`config.mk`:
```
export PLATFORM = sky130hd
export DESIGN_NAME = lane_vrf_write_stage
export DESIGN_NICKNAME = d
export VERILOG_FILES = /design/src/rtl/lane_pkg.sv /design/src/rtl/lane_merge_queue.sv /design/src/rtl/lane_vrf_write_stage.sv
export SDC_FILE = /design/constraint.sdc
export NUM_CORES = 1
export LEC_CHECK = 0
export CORE_ASPECT_RATIO = 0.8
export CORE_MARGIN = 5
export CORE_UTILIZATION = 50
export CTS_BUF_LIST = sky130_fd_sc_hd__clkbuf_4
export DETAILED_ROUTE_END_ITERATION = 8
export PLACE_DENSITY = 0.73
export SYNTH_ARGS = -nofsm -noshare
export SYNTH_HDL_FRONTEND = slang
export SYNTH_SLANG_ARGS = --single-unit
```
`constraint.sdc`:
```
create_clock -name clock -period 6.8 [get_ports clock]
set_input_delay 0.68 -clock clock [delete_from_list [all_inputs] [get_ports clock]]
set_output_delay 0.68 -clock clock [all_outputs]
set_load 0.1 [all_outputs]
```
`src/rtl/lane_pkg.sv`:
```
// rtl/lane_pkg.sv - shared lane types and constants for the VRF write path
package lane_pkg;

   localparam int VRF_OFFSET_WIDTH = 8;
   localparam int VRF_DATA_WIDTH   = 32;
   localparam int VRF_VD_WIDTH     = 5;
   localparam int VRF_INDEX_WIDTH  = 3;

   typedef struct packed {
      logic [VRF_VD_WIDTH-1:0]     vd;
      logic [VRF_OFFSET_WIDTH-1:0] offset;
      logic [VRF_DATA_WIDTH/8-1:0] mask;
      logic [VRF_DATA_WIDTH-1:0]   data;
      logic                        last;
      logic [VRF_INDEX_WIDTH-1:0]  instructionIndex;
   } vrf_write_req_t;

endpackage

```
`src/rtl/lane_merge_queue.sv`:
```
// rtl/lane_merge_queue.sv - circular buffer whose tail entry can absorb a matching write
module lane_merge_queue
   import lane_pkg::*;
#(
   parameter int KEY_WIDTH  = 16,
   parameter int TAG_WIDTH  = 3,
   parameter int DATA_WIDTH = 32,
   parameter int DEPTH      = 4,
   parameter int MERGE_EN   = 1,
   localparam int MASK_WIDTH = DATA_WIDTH / 8,
   localparam int PTR_WIDTH  = $clog2(DEPTH)
) (
   input  logic                       clock,
   input  logic                       reset,
   output logic                       inReady,
   input  logic                       inValid,
   input  logic [KEY_WIDTH-1:0]       inKey,
   input  logic [DATA_WIDTH-1:0]      inData,
   input  logic [MASK_WIDTH-1:0]      inMask,
   input  logic                       inLast,
   input  logic                       outReady,
   output logic                       outValid,
   output logic [KEY_WIDTH-1:0]       outKey,
   output logic [DATA_WIDTH-1:0]      outData,
   output logic [MASK_WIDTH-1:0]      outMask,
   output logic                       outLast,
   output logic [PTR_WIDTH:0]         count,
   output logic [DEPTH-1:0]           slotValidNext,
   output logic [DEPTH*TAG_WIDTH-1:0] slotTagNext
);

   localparam int CNT_WIDTH = PTR_WIDTH + 1;

   logic [KEY_WIDTH-1:0]  keyMem  [DEPTH];
   logic [DATA_WIDTH-1:0] dataMem [DEPTH];
   logic [MASK_WIDTH-1:0] maskMem [DEPTH];
   logic [DEPTH-1:0]      lastMem;

   logic [PTR_WIDTH-1:0] rdPtr, wrPtr, tailPtr, rdNext, wrNext, rel;
   logic [CNT_WIDTH-1:0] countNext;
   logic                 push, pop, mergeHit, pushNew;

   assign inReady  = (count != CNT_WIDTH'(DEPTH));
   assign outValid = (count != '0);
   assign push     = inValid & inReady;
   assign pop      = outValid & outReady;
   assign tailPtr  = wrPtr - PTR_WIDTH'(1);

   // A single-entry queue being drained this cycle cannot absorb the new write.
   assign mergeHit = (MERGE_EN != 0) && push && (count != '0) &&
                     (keyMem[tailPtr] == inKey) && !(pop && count == CNT_WIDTH'(1));
   assign pushNew  = push && !mergeHit;

   assign rdNext    = pop ? rdPtr + PTR_WIDTH'(1) : rdPtr;
   assign wrNext    = pushNew ? wrPtr + PTR_WIDTH'(1) : wrPtr;
   assign countNext = count + CNT_WIDTH'(pushNew) - CNT_WIDTH'(pop);

   always_ff @(posedge clock or negedge reset) begin
      if (!reset) begin
         rdPtr <= '0;
         wrPtr <= '0;
         count <= '0;
      end else begin
         rdPtr <= rdNext;
         wrPtr <= wrNext;
         count <= countNext;
      end
   end

   always_ff @(posedge clock) begin
      if (pushNew) begin
         keyMem[wrPtr]  <= inKey;
         dataMem[wrPtr] <= inData;
         maskMem[wrPtr] <= inMask;
         lastMem[wrPtr] <= inLast;
      end else if (mergeHit) begin
         for (int b = 0; b < MASK_WIDTH; b++) begin
            if (inMask[b]) dataMem[tailPtr][8*b +: 8] <= inData[8*b +: 8];
         end
         maskMem[tailPtr] <= maskMem[tailPtr] | inMask;
         lastMem[tailPtr] <= lastMem[tailPtr] | inLast;
      end
   end

   assign outKey  = keyMem[rdPtr];
   assign outData = dataMem[rdPtr];
   assign outMask = maskMem[rdPtr];
   assign outLast = lastMem[rdPtr];

   // Post-update view of every slot, so status derived from it lines up with count.
   always_comb begin
      rel           = '0;
      slotValidNext = '0;
      slotTagNext   = '0;
      for (int i = 0; i < DEPTH; i++) begin
         rel              = PTR_WIDTH'(i) - rdNext;
         slotValidNext[i] = ({1'b0, rel} < countNext);
         slotTagNext[i*TAG_WIDTH +: TAG_WIDTH] = (pushNew && wrPtr == PTR_WIDTH'(i)) ?
            inKey[TAG_WIDTH-1:0] : keyMem[i][TAG_WIDTH-1:0];
      end
   end

endmodule

```
`src/rtl/lane_vrf_write_stage.sv`:
```
// rtl/lane_vrf_write_stage.sv - lane write-back queue: group-to-VRF address translation and hazard status
module lane_vrf_write_stage
   import lane_pkg::*;
#(
   parameter int DATA_WIDTH   = 32,
   parameter int DEPTH        = 4,
   parameter int GROUP_WIDTH  = 12,
   parameter int OFFSET_WIDTH = VRF_OFFSET_WIDTH,
   parameter int VD_WIDTH     = 5,
   parameter int INDEX_WIDTH  = 3,
   parameter int MERGE_EN     = 1
) (
   input  logic                         clock,
   input  logic                         reset,
   output logic                         enqueue_ready,
   input  logic                         enqueue_valid,
   input  logic [GROUP_WIDTH-1:0]       enqueue_groupCounter,
   input  logic [DATA_WIDTH-1:0]        enqueue_data,
   input  logic [DATA_WIDTH/8-1:0]      enqueue_mask,
   input  logic [VD_WIDTH-1:0]          enqueue_vd,
   input  logic [INDEX_WIDTH-1:0]       enqueue_instructionIndex,
   input  logic                         enqueue_last,
   input  logic                         vrfWriteRequest_ready,
   output logic                         vrfWriteRequest_valid,
   output logic [VD_WIDTH-1:0]          vrfWriteRequest_vd,
   output logic [OFFSET_WIDTH-1:0]      vrfWriteRequest_offset,
   output logic [DATA_WIDTH/8-1:0]      vrfWriteRequest_mask,
   output logic [DATA_WIDTH-1:0]        vrfWriteRequest_data,
   output logic                         vrfWriteRequest_last,
   output logic [INDEX_WIDTH-1:0]       vrfWriteRequest_instructionIndex,
   output logic [$clog2(DEPTH):0]       occupancy,
   output logic [2**INDEX_WIDTH-1:0]    inFlight
);

   localparam int KEY_WIDTH  = VD_WIDTH + OFFSET_WIDTH + INDEX_WIDTH;
   localparam int HIGH_WIDTH = GROUP_WIDTH - OFFSET_WIDTH;
   localparam int SUM_WIDTH  = (VD_WIDTH > HIGH_WIDTH) ? VD_WIDTH : HIGH_WIDTH;

   logic [HIGH_WIDTH-1:0]        groupHigh;
   logic [SUM_WIDTH-1:0]         vdSum;
   logic [KEY_WIDTH-1:0]         inKey, outKey;
   logic [DEPTH-1:0]             slotValidNext;
   logic [DEPTH*INDEX_WIDTH-1:0] slotTagNext;
   logic [2**INDEX_WIDTH-1:0]    inFlightNext;

   // Upper group bits step the register index; the sum wraps within VD_WIDTH.
   assign groupHigh = enqueue_groupCounter[GROUP_WIDTH-1:OFFSET_WIDTH];
   assign vdSum     = SUM_WIDTH'(enqueue_vd) + SUM_WIDTH'(groupHigh);
   assign inKey     = {vdSum[VD_WIDTH-1:0], enqueue_groupCounter[OFFSET_WIDTH-1:0],
                       enqueue_instructionIndex};

   lane_merge_queue #(
      .KEY_WIDTH  (KEY_WIDTH),
      .TAG_WIDTH  (INDEX_WIDTH),
      .DATA_WIDTH (DATA_WIDTH),
      .DEPTH      (DEPTH),
      .MERGE_EN   (MERGE_EN)
   ) queue (
      .clock         (clock),
      .reset         (reset),
      .inReady       (enqueue_ready),
      .inValid       (enqueue_valid),
      .inKey         (inKey),
      .inData        (enqueue_data),
      .inMask        (enqueue_mask),
      .inLast        (enqueue_last),
      .outReady      (vrfWriteRequest_ready),
      .outValid      (vrfWriteRequest_valid),
      .outKey        (outKey),
      .outData       (vrfWriteRequest_data),
      .outMask       (vrfWriteRequest_mask),
      .outLast       (vrfWriteRequest_last),
      .count         (occupancy),
      .slotValidNext (slotValidNext),
      .slotTagNext   (slotTagNext)
   );

   assign {vrfWriteRequest_vd, vrfWriteRequest_offset, vrfWriteRequest_instructionIndex} = outKey;

   always_comb begin
      inFlightNext = '0;
      for (int i = 0; i < DEPTH; i++) begin
         if (slotValidNext[i]) inFlightNext[slotTagNext[i*INDEX_WIDTH +: INDEX_WIDTH]] = 1'b1;
      end
   end

   always_ff @(posedge clock or negedge reset) begin
      if (!reset) inFlight <= '0;
      else        inFlight <= inFlightNext;
   end

endmodule
```
# After elaboration in Yosys (flattened, before gate mapping)

Memory sizes are Yosys's and may differ from the RTL's.
Index checks and enable logic that the tools add are counted.
W data, S select, Z words.

Output and inout port bits: 66
Register bits after elaboration: 19
Memory bits (writable): 208
Memories kept: 3

Memory list:

| name          | words | bits a word | rd ports | clocked after memory_dff | wr ports | line                   | text |
|---|---|---|---|---|---|---|---|
| queue.dataMem | 4     | 32          | 1        | 0                        | 1        | lane_merge_queue.sv:35 | `logic [DATA_WIDTH-1:0] dataMem [DEPTH];` |
| queue.keyMem  | 4     | 16          | 6        | 0                        | 1        | lane_merge_queue.sv:34 | `logic [KEY_WIDTH-1:0] keyMem [DEPTH];` |
| queue.maskMem | 4     | 4           | 2        | 0                        | 1        | lane_merge_queue.sv:36 | `logic [MASK_WIDTH-1:0] maskMem [DEPTH];` |

Bitwise gates (word level): 7
Mux-type cells: 56
Eq/ne operators: 6
Reduce and logical (&&, ||, !) cells: 22
$lt $le $gt $ge: 17
$add $sub $neg: 10

Operator list:

| kind                  | number |
|---|---|
| $mux W32              | 1 |
| $mux W8               | 4 |
| $reduce_or A32 Y1     | 1 |
| $mux W1               | 30 |
| $or A8 B8 Y8          | 3 |
| $eq A16 B16 Y1        | 1 |
| $lt A3 B4 Y1 const B  | 4 |
| $mux W4               | 4 |
| $logic_and A1 B1 Y1   | 15 |
| $demux W1 S3          | 4 |
| $ge A3 B1 Y1 const B  | 4 |
| $lt A2 B3 Y1          | 4 |
| $mux W3               | 4 |
| $lt A2 B3 Y1 const B  | 3 |
| $bwmux W4             | 2 |
| $mux W2               | 3 |
| $add A5 B4 Y5         | 1 |
| $add A2 B1 Y2 const B | 2 |
| $bmux W1 S2           | 2 |
| $demux W1 S2          | 2 |
| $eq A2 B2 Y1 const B  | 2 |
| $ge A2 B1 Y1 const B  | 2 |
| $or A4 B4 Y4          | 1 |
| $reduce_or A4 Y1      | 1 |
| 14 further kinds      | 18 |

# Logic depth before layout (Yosys ltp)

Depth after elaboration: 20
Gate-level depth with buffers: 23
Gate-level depth less buffers: 17

# By module

From an unflattened synthesis, not the netlist that was laid out.

Cells, all modules: 579
Area total of the unflattened synthesis: 10314.9 um2

By module, submodules not included:

| module               | area an instance (um2) | cells each | times used |
|---|---|---|---|
| lane_merge_queue     | 9675.5                 | 510        | 1 |
| lane_vrf_write_stage | 639.4                  | 69         | 1 |

# Least setup slack after synthesis

Ideal clock, no wire load.

Path type: reg2reg
From: reg queue.wrPtr[0]
To: reg inFlight[5]
Arrival time: 5.377 ns
Data required time: 6.661 ns
Period minus slack after synthesis: 5.516 ns
Buffers on the path: 7
Slack: 1.284 ns
Stages on the path, launching flop included: 24
Library setup time: 0.139 ns
Path through: dfrtp_1 buf_4 buf_1 inv_1 ha_1 buf_2 buf_2 mux4_2 xnor2_1 nand4_1 nor4_2 buf_4 a21oi_1 clkbuf_1 ha_1 fa_1 inv_1 ha_1 a21boi_0 o21ai_1 clkbuf_1 nand2_1 mux2i_1 or4_1

Elaborated cells on any way between the ends: 52
Those cells by class: 3 x add/sub; 12 x order compare; 4 x eq/ne; 16 x mux; 3 x bitwise; 13 x reduce/logical; 1 x memory

RTL lines:

| element                       | line                       | text |
|---|---|---|
| start, declared               | lane_merge_queue.sv:39     | `logic [PTR_WIDTH-1:0] rdPtr, wrPtr, tailPtr, rdNext, wrNext, rel;` |
| start signal, assigned        | lane_merge_queue.sv:65     | `wrPtr <= wrNext;` |
| $sub A2 B1 Y2 *               | lane_merge_queue.sv:47     | `assign tailPtr = wrPtr - PTR_WIDTH'(1);` |
| via queue.tailPtr[0]          | lane_merge_queue.sv:39     |  |
| $mem_v2 Z4 W16 *              | -                          |  |
| $eq A16 B16 Y1 *              | lane_merge_queue.sv:51     | `(keyMem[tailPtr] == inKey) && !(pop && count == CNT_WIDTH'(1));` |
| $logic_and A1 B1 Y1 *         | lane_merge_queue.sv:50     | `assign mergeHit = (MERGE_EN != 0) && push && (count != '0) &&` |
| $logic_and A1 B1 Y1 *         | lane_merge_queue.sv:51     |  |
| $logic_not A1 Y1 *            | lane_merge_queue.sv:52     | `assign pushNew = push && !mergeHit;` |
| $logic_and A1 B1 Y1 *         | lane_merge_queue.sv:52     |  |
| via queue.pushNew             | lane_merge_queue.sv:41     | `logic push, pop, mergeHit, pushNew;` |
| (+2 left out)                 | -                          |  |
| via queue.countNext[1]        | lane_merge_queue.sv:40     | `logic [CNT_WIDTH-1:0] countNext;` |
| (+1 left out)                 | -                          |  |
| $mux W8                       | lane_vrf_write_stage.sv:83 | `if (slotValidNext[i]) inFlightNext[slotTagNext[i*INDEX_WIDTH +: INDEX_WIDTH]] = 1'b1;` |
| $or A8 B8 Y8 (no source line) | -                          |  |
| $mux W8                       | lane_vrf_write_stage.sv:83 |  |
| $or A8 B8 Y8 (no source line) | -                          |  |
| $mux W8                       | lane_vrf_write_stage.sv:83 |  |
| $or A8 B8 Y8 (no source line) | -                          |  |
| $mux W8 *                     | lane_vrf_write_stage.sv:83 |  |
| via inFlightNext[5]           | lane_vrf_write_stage.sv:44 | `logic [2**INDEX_WIDTH-1:0] inFlightNext;` |
| end signal, assigned          | lane_vrf_write_stage.sv:89 | `else inFlight <= inFlightNext;` |
| end, declared                 | lane_vrf_write_stage.sv:32 | `output logic [2**INDEX_WIDTH-1:0] inFlight` |

Mark *: on every way through the listed nets, which the timed path passes. The rest lies on a longest branch.
A chain may end at the register's enable or synchronous reset.

# Worst setup path in the final report

From: reg queue.wrPtr[1]
To: reg inFlight[0]

Elaborated cells on any way between the ends: 52
Those cells by class: 3 x add/sub; 12 x order compare; 4 x eq/ne; 16 x mux; 3 x bitwise; 13 x reduce/logical; 1 x memory

RTL lines:

| element                       | line                       | text |
|---|---|---|
| $sub A2 B1 Y2 *               | lane_merge_queue.sv:47     |  |
| $mem_v2 Z4 W16 *              | -                          |  |
| $eq A16 B16 Y1 *              | lane_merge_queue.sv:51     |  |
| $logic_and A1 B1 Y1 *         | lane_merge_queue.sv:50     |  |
| $logic_and A1 B1 Y1 *         | lane_merge_queue.sv:51     |  |
| $logic_not A1 Y1 *            | lane_merge_queue.sv:52     |  |
| $logic_and A1 B1 Y1 *         | lane_merge_queue.sv:52     |  |
| $add A3 B1 Y3 *               | lane_merge_queue.sv:56     | `assign countNext = count + CNT_WIDTH'(pushNew) - CNT_WIDTH'(pop);` |
| (+1 left out)                 | -                          |  |
| via queue.countNext[1]        | lane_merge_queue.sv:40     |  |
| (+1 left out)                 | -                          |  |
| $mux W8                       | lane_vrf_write_stage.sv:83 |  |
| $or A8 B8 Y8 (no source line) | -                          |  |
| $mux W8                       | lane_vrf_write_stage.sv:83 |  |
| $or A8 B8 Y8 (no source line) | -                          |  |
| $mux W8                       | lane_vrf_write_stage.sv:83 |  |
| $or A8 B8 Y8 (no source line) | -                          |  |
| $mux W8 *                     | lane_vrf_write_stage.sv:83 |  |
| via inFlightNext[0]           | lane_vrf_write_stage.sv:44 |  |

Marks and branches as above.

==> key figures <==
STA
  • Slew Limit Fails: 0
  • Hold Fails Final Rpt: 0
  • Clk_skew: 0.0442 ns
  • Final Critical Period: 6.16 ns
  • Final period util: 90.5%
  • Setup TNS: 0 ns
  • RSZ-0062 raised after global routing: no
  • Top achievable clock speed: between 150 and 200 MHz
  • Setup Viol. Count Final: 0
  • Slew margin rel.: 18.6%
  • Slew of the pin with the lowest slew margin: roughly 1.2 ns

Routing
  • First-pass iteration count of the detailed router: 5
  • Remaining DRCs: 0
  • Routed len/inst: 21.9 um
  • Final ANT Viol Nets: 0
  • Avg Vias per Cell: a little under 6
  • DR vias: 6402
  • Drt total wl: 24100 um
  • Iteration-0 DRC Markers: 548

Global route
  • Congestion Overflow GR: 0
  • Largest net degree at the start of global routing: 57
  • First-pass GRT wire length: roughly 38000 um
  • Vias in the first global route: 6993
  • Total track usage: between 10% and 20%
  • Initial antenna violation count: 1

Logic synthesis
  • Synth warnings: 0
  • Post-synth top flop: edfxtp_1
  • Syn Area/Cell: 16.7 um^2
  • Number of flops mapped to enable cells by yosys: 212
  • Sequential share of the synthesized area: 62.8%
  • Synth Register Bits: around 230
  • Yosys cell types: 43
  • Mapped Nets: between 700 and 800
  • Asr flop ratio synth: 6.61%
  • Post-Syn Instances: 644
  • Post-synthesis cell area: 10700 um^2

Critical path
  • Reg2reg start: queue.wrPtr[1]
  • Crit path launch type: flip-flop
  • CP most frequent cell: ha_1
  • CP endpoint kind: flip-flop
  • CP Class: reg2reg
  • Reg-to-reg slack, setup: 0.64 ns
  • Reg2Reg Depth: 18
  • FF-to-FF End: inFlight[0]
  • Crit Path Max Fanout: 19
  • CP arrival: around 6.7 ns
  • CP max-delay cell: o21ai_1
  • WP data required: 7.37 ns
  • Critical path cell sequence: inv_1 -> ha_1 -> mux4_2 -> xnor2_1 -> nand4_1 -> nor4_2 -> buf_4 -> a21oi_1 -> buf_4 -> ha_1 -> fa_1 -> inv_1 -> ha_1 -> a21boi_0 -> o21ai_1 -> nand3b_1 -> mux2_2 -> nand4_1
  • CP max stage delay: 0.92 ns

Final layout
  • Multi-input gate area: about 3700 um^2
  • Register area: 6750 um^2
  • Most common cell after layout, fill and taps aside: edfxtp_1
  • Final nets: 870
  • Area Overhead vs Synth: 20.2%
  • Most frequent cells in the layout: edfxtp_1 (212), clkdlybuf4s50_1 (126), clkbuf_4 (82), mux4_2 (74), mux2i_1 (39)
  • Share of layout cells above drive strength 1: 21.9%
  • Core Util, Final: 60.5%
  • Fillers: 1597

Clocking
  • PostCTS Resize Cnt: 0
  • Clock transition at path regs: approximately 0.070 ns
  • Post CTS Setup Buffer Count: 0
  • Root Buffer: clkbuf_4
  • Hold_buf cts: 0
  • Total CTS buffers: 55
  • CTS H-tree lvls: 2
  • TritonCTS clock tree: done
  • Clock sink count: 227
  • Maximum root-to-sink buffer count: 3
  • Clock latency on the worst-skew pair: roughly 0.67 ns

Floorplan
  • Core Footprint: ~21000 um^2
  • Die X: 174 um
  • Die Ht: approximately 140 um
  • Initial Util: 50.3%
  • I/O pin total: 127
  • Rows: 48
  • Die area: approximately 25000 um^2

Hold path
  • HP Class: in2async

Place
  • GPL Wtd Cong: 0.867
  • DP HPWL: around 16000 um
  • Port bufs: 126

Run
  • Maxcap violations: 0

Run status
  • Status: finished, final reports clean
synth_stat cells, types with 5 or more instances:
cell	instances	area, um^2
nor2_1	15	56.3
a21o_1	5	37.5
inv_1	22	82.6
and2_1	20	125
buf_2	5	25.0
nand3_1	15	75.1
dfrtp_1	15	375
nand2b_1	18	113
nand4b_1	12	105
or4_1	8	60.1
mux4_2	74	1670
buf_1	18	67.6
nand3b_1	5	37.5
nand4_1	7	43.8
mux2i_1	39	390
nor3b_1	9	67.6
clkbuf_1	17	63.8
ha_1	16	200
buf_4	5	37.5
nand2_1	35	131
edfxtp_1	212	6370
xnor2_1	21	184
worst max-delay path: cells and delay by family, from the launching register on:
kind	cells	cell delay (ns)
flip-flops	1	0.48
adder cells (fa/ha/maj)	4	1.91
AO/OA/AOI/OAI	3	1.13
XOR/XNOR	1	0.27
buffers and inverters	4	0.69
AND/OR/NAND/NOR	4	0.78
multiplexers	2	0.75
metal layers:
layer  track usage [%]  vias to the layer above  wire length [um]
met5                 0                        -                 0
met4              6.12                        0               426
met3              4.13                       37              1560
met2              32.6                      278             11700
met1              27.2                     3234             10400
li1                  -                     2853                 -
cells by family after synthesis:
family	Yosys count	share of synthesized area [%]
flip-flops	227	62.8
AND/OR/NAND/NOR	154	8.31
multiplexers	117	19.6
buffers and inverters	71	2.72
AO/OA/AOI/OAI	32	2.01
XOR/XNOR	25	2.30
adder cells (fa/ha/maj)	18	2.24
cell type report:
| type | count | area share [%] |
|---|---|---|
| flip-flops and latches | 227 | 52.3 |
| clock inverters | 11 | 0.485 |
| multi-input cells | 346 | 28.7 |
| inverters | 26 | 0.757 |
| clock buffers | 82 | 4.77 |
| well taps | 275 | 2.67 |
| diodes | 1 | 0.0194 |
| repair buffers | 135 | 10.3 |
state kept, by name (all words and copies together) (netlist names):
name	flops
queue.wrPtr	2
queue.maskMem	16
queue.lastMem	4
queue.dataMem	128
queue.rdPtr	2
inFlight	8
queue.keyMem	64
queue.count	3
how the worst max path moves through the flow:
stage | from | end | cells after the start
6_report | queue.wrPtr[1] | inFlight[0] | 18
5_1_grt | queue.wrPtr[1] | inFlight[0] | 18
4_1_cts | queue.wrPtr[1] | inFlight[0] | 18
3_5_place_dp | enqueue_groupCounter[8] | inFlight[0] | 20
3_3_place_gp | enqueue_groupCounter[8] | inFlight[0] | 21
2_1_floorplan | queue.wrPtr[0] | inFlight[5] | 23
through the flow:
step | cell area, um^2 | instances | hold slack, ns | setup slack [ns]
finish | 12900 | 1103 | 0.481 | 0.644
global route | 12900 | 1103 | 0.472 | 0.372
CTS | 12900 | 1102 | 0.430 | 0.741
detailed placement | 12200 | 1009 | 0.637 | 0.758
global placement | 12200 | 1009 | 0.637 | 0.978
floorplan | 10700 | 644 | 0.384 | 1.28
Power is left out: the tool's default activity adds up to more than one toggle a clock period on the data nets, which glitch-free logic cannot reach.
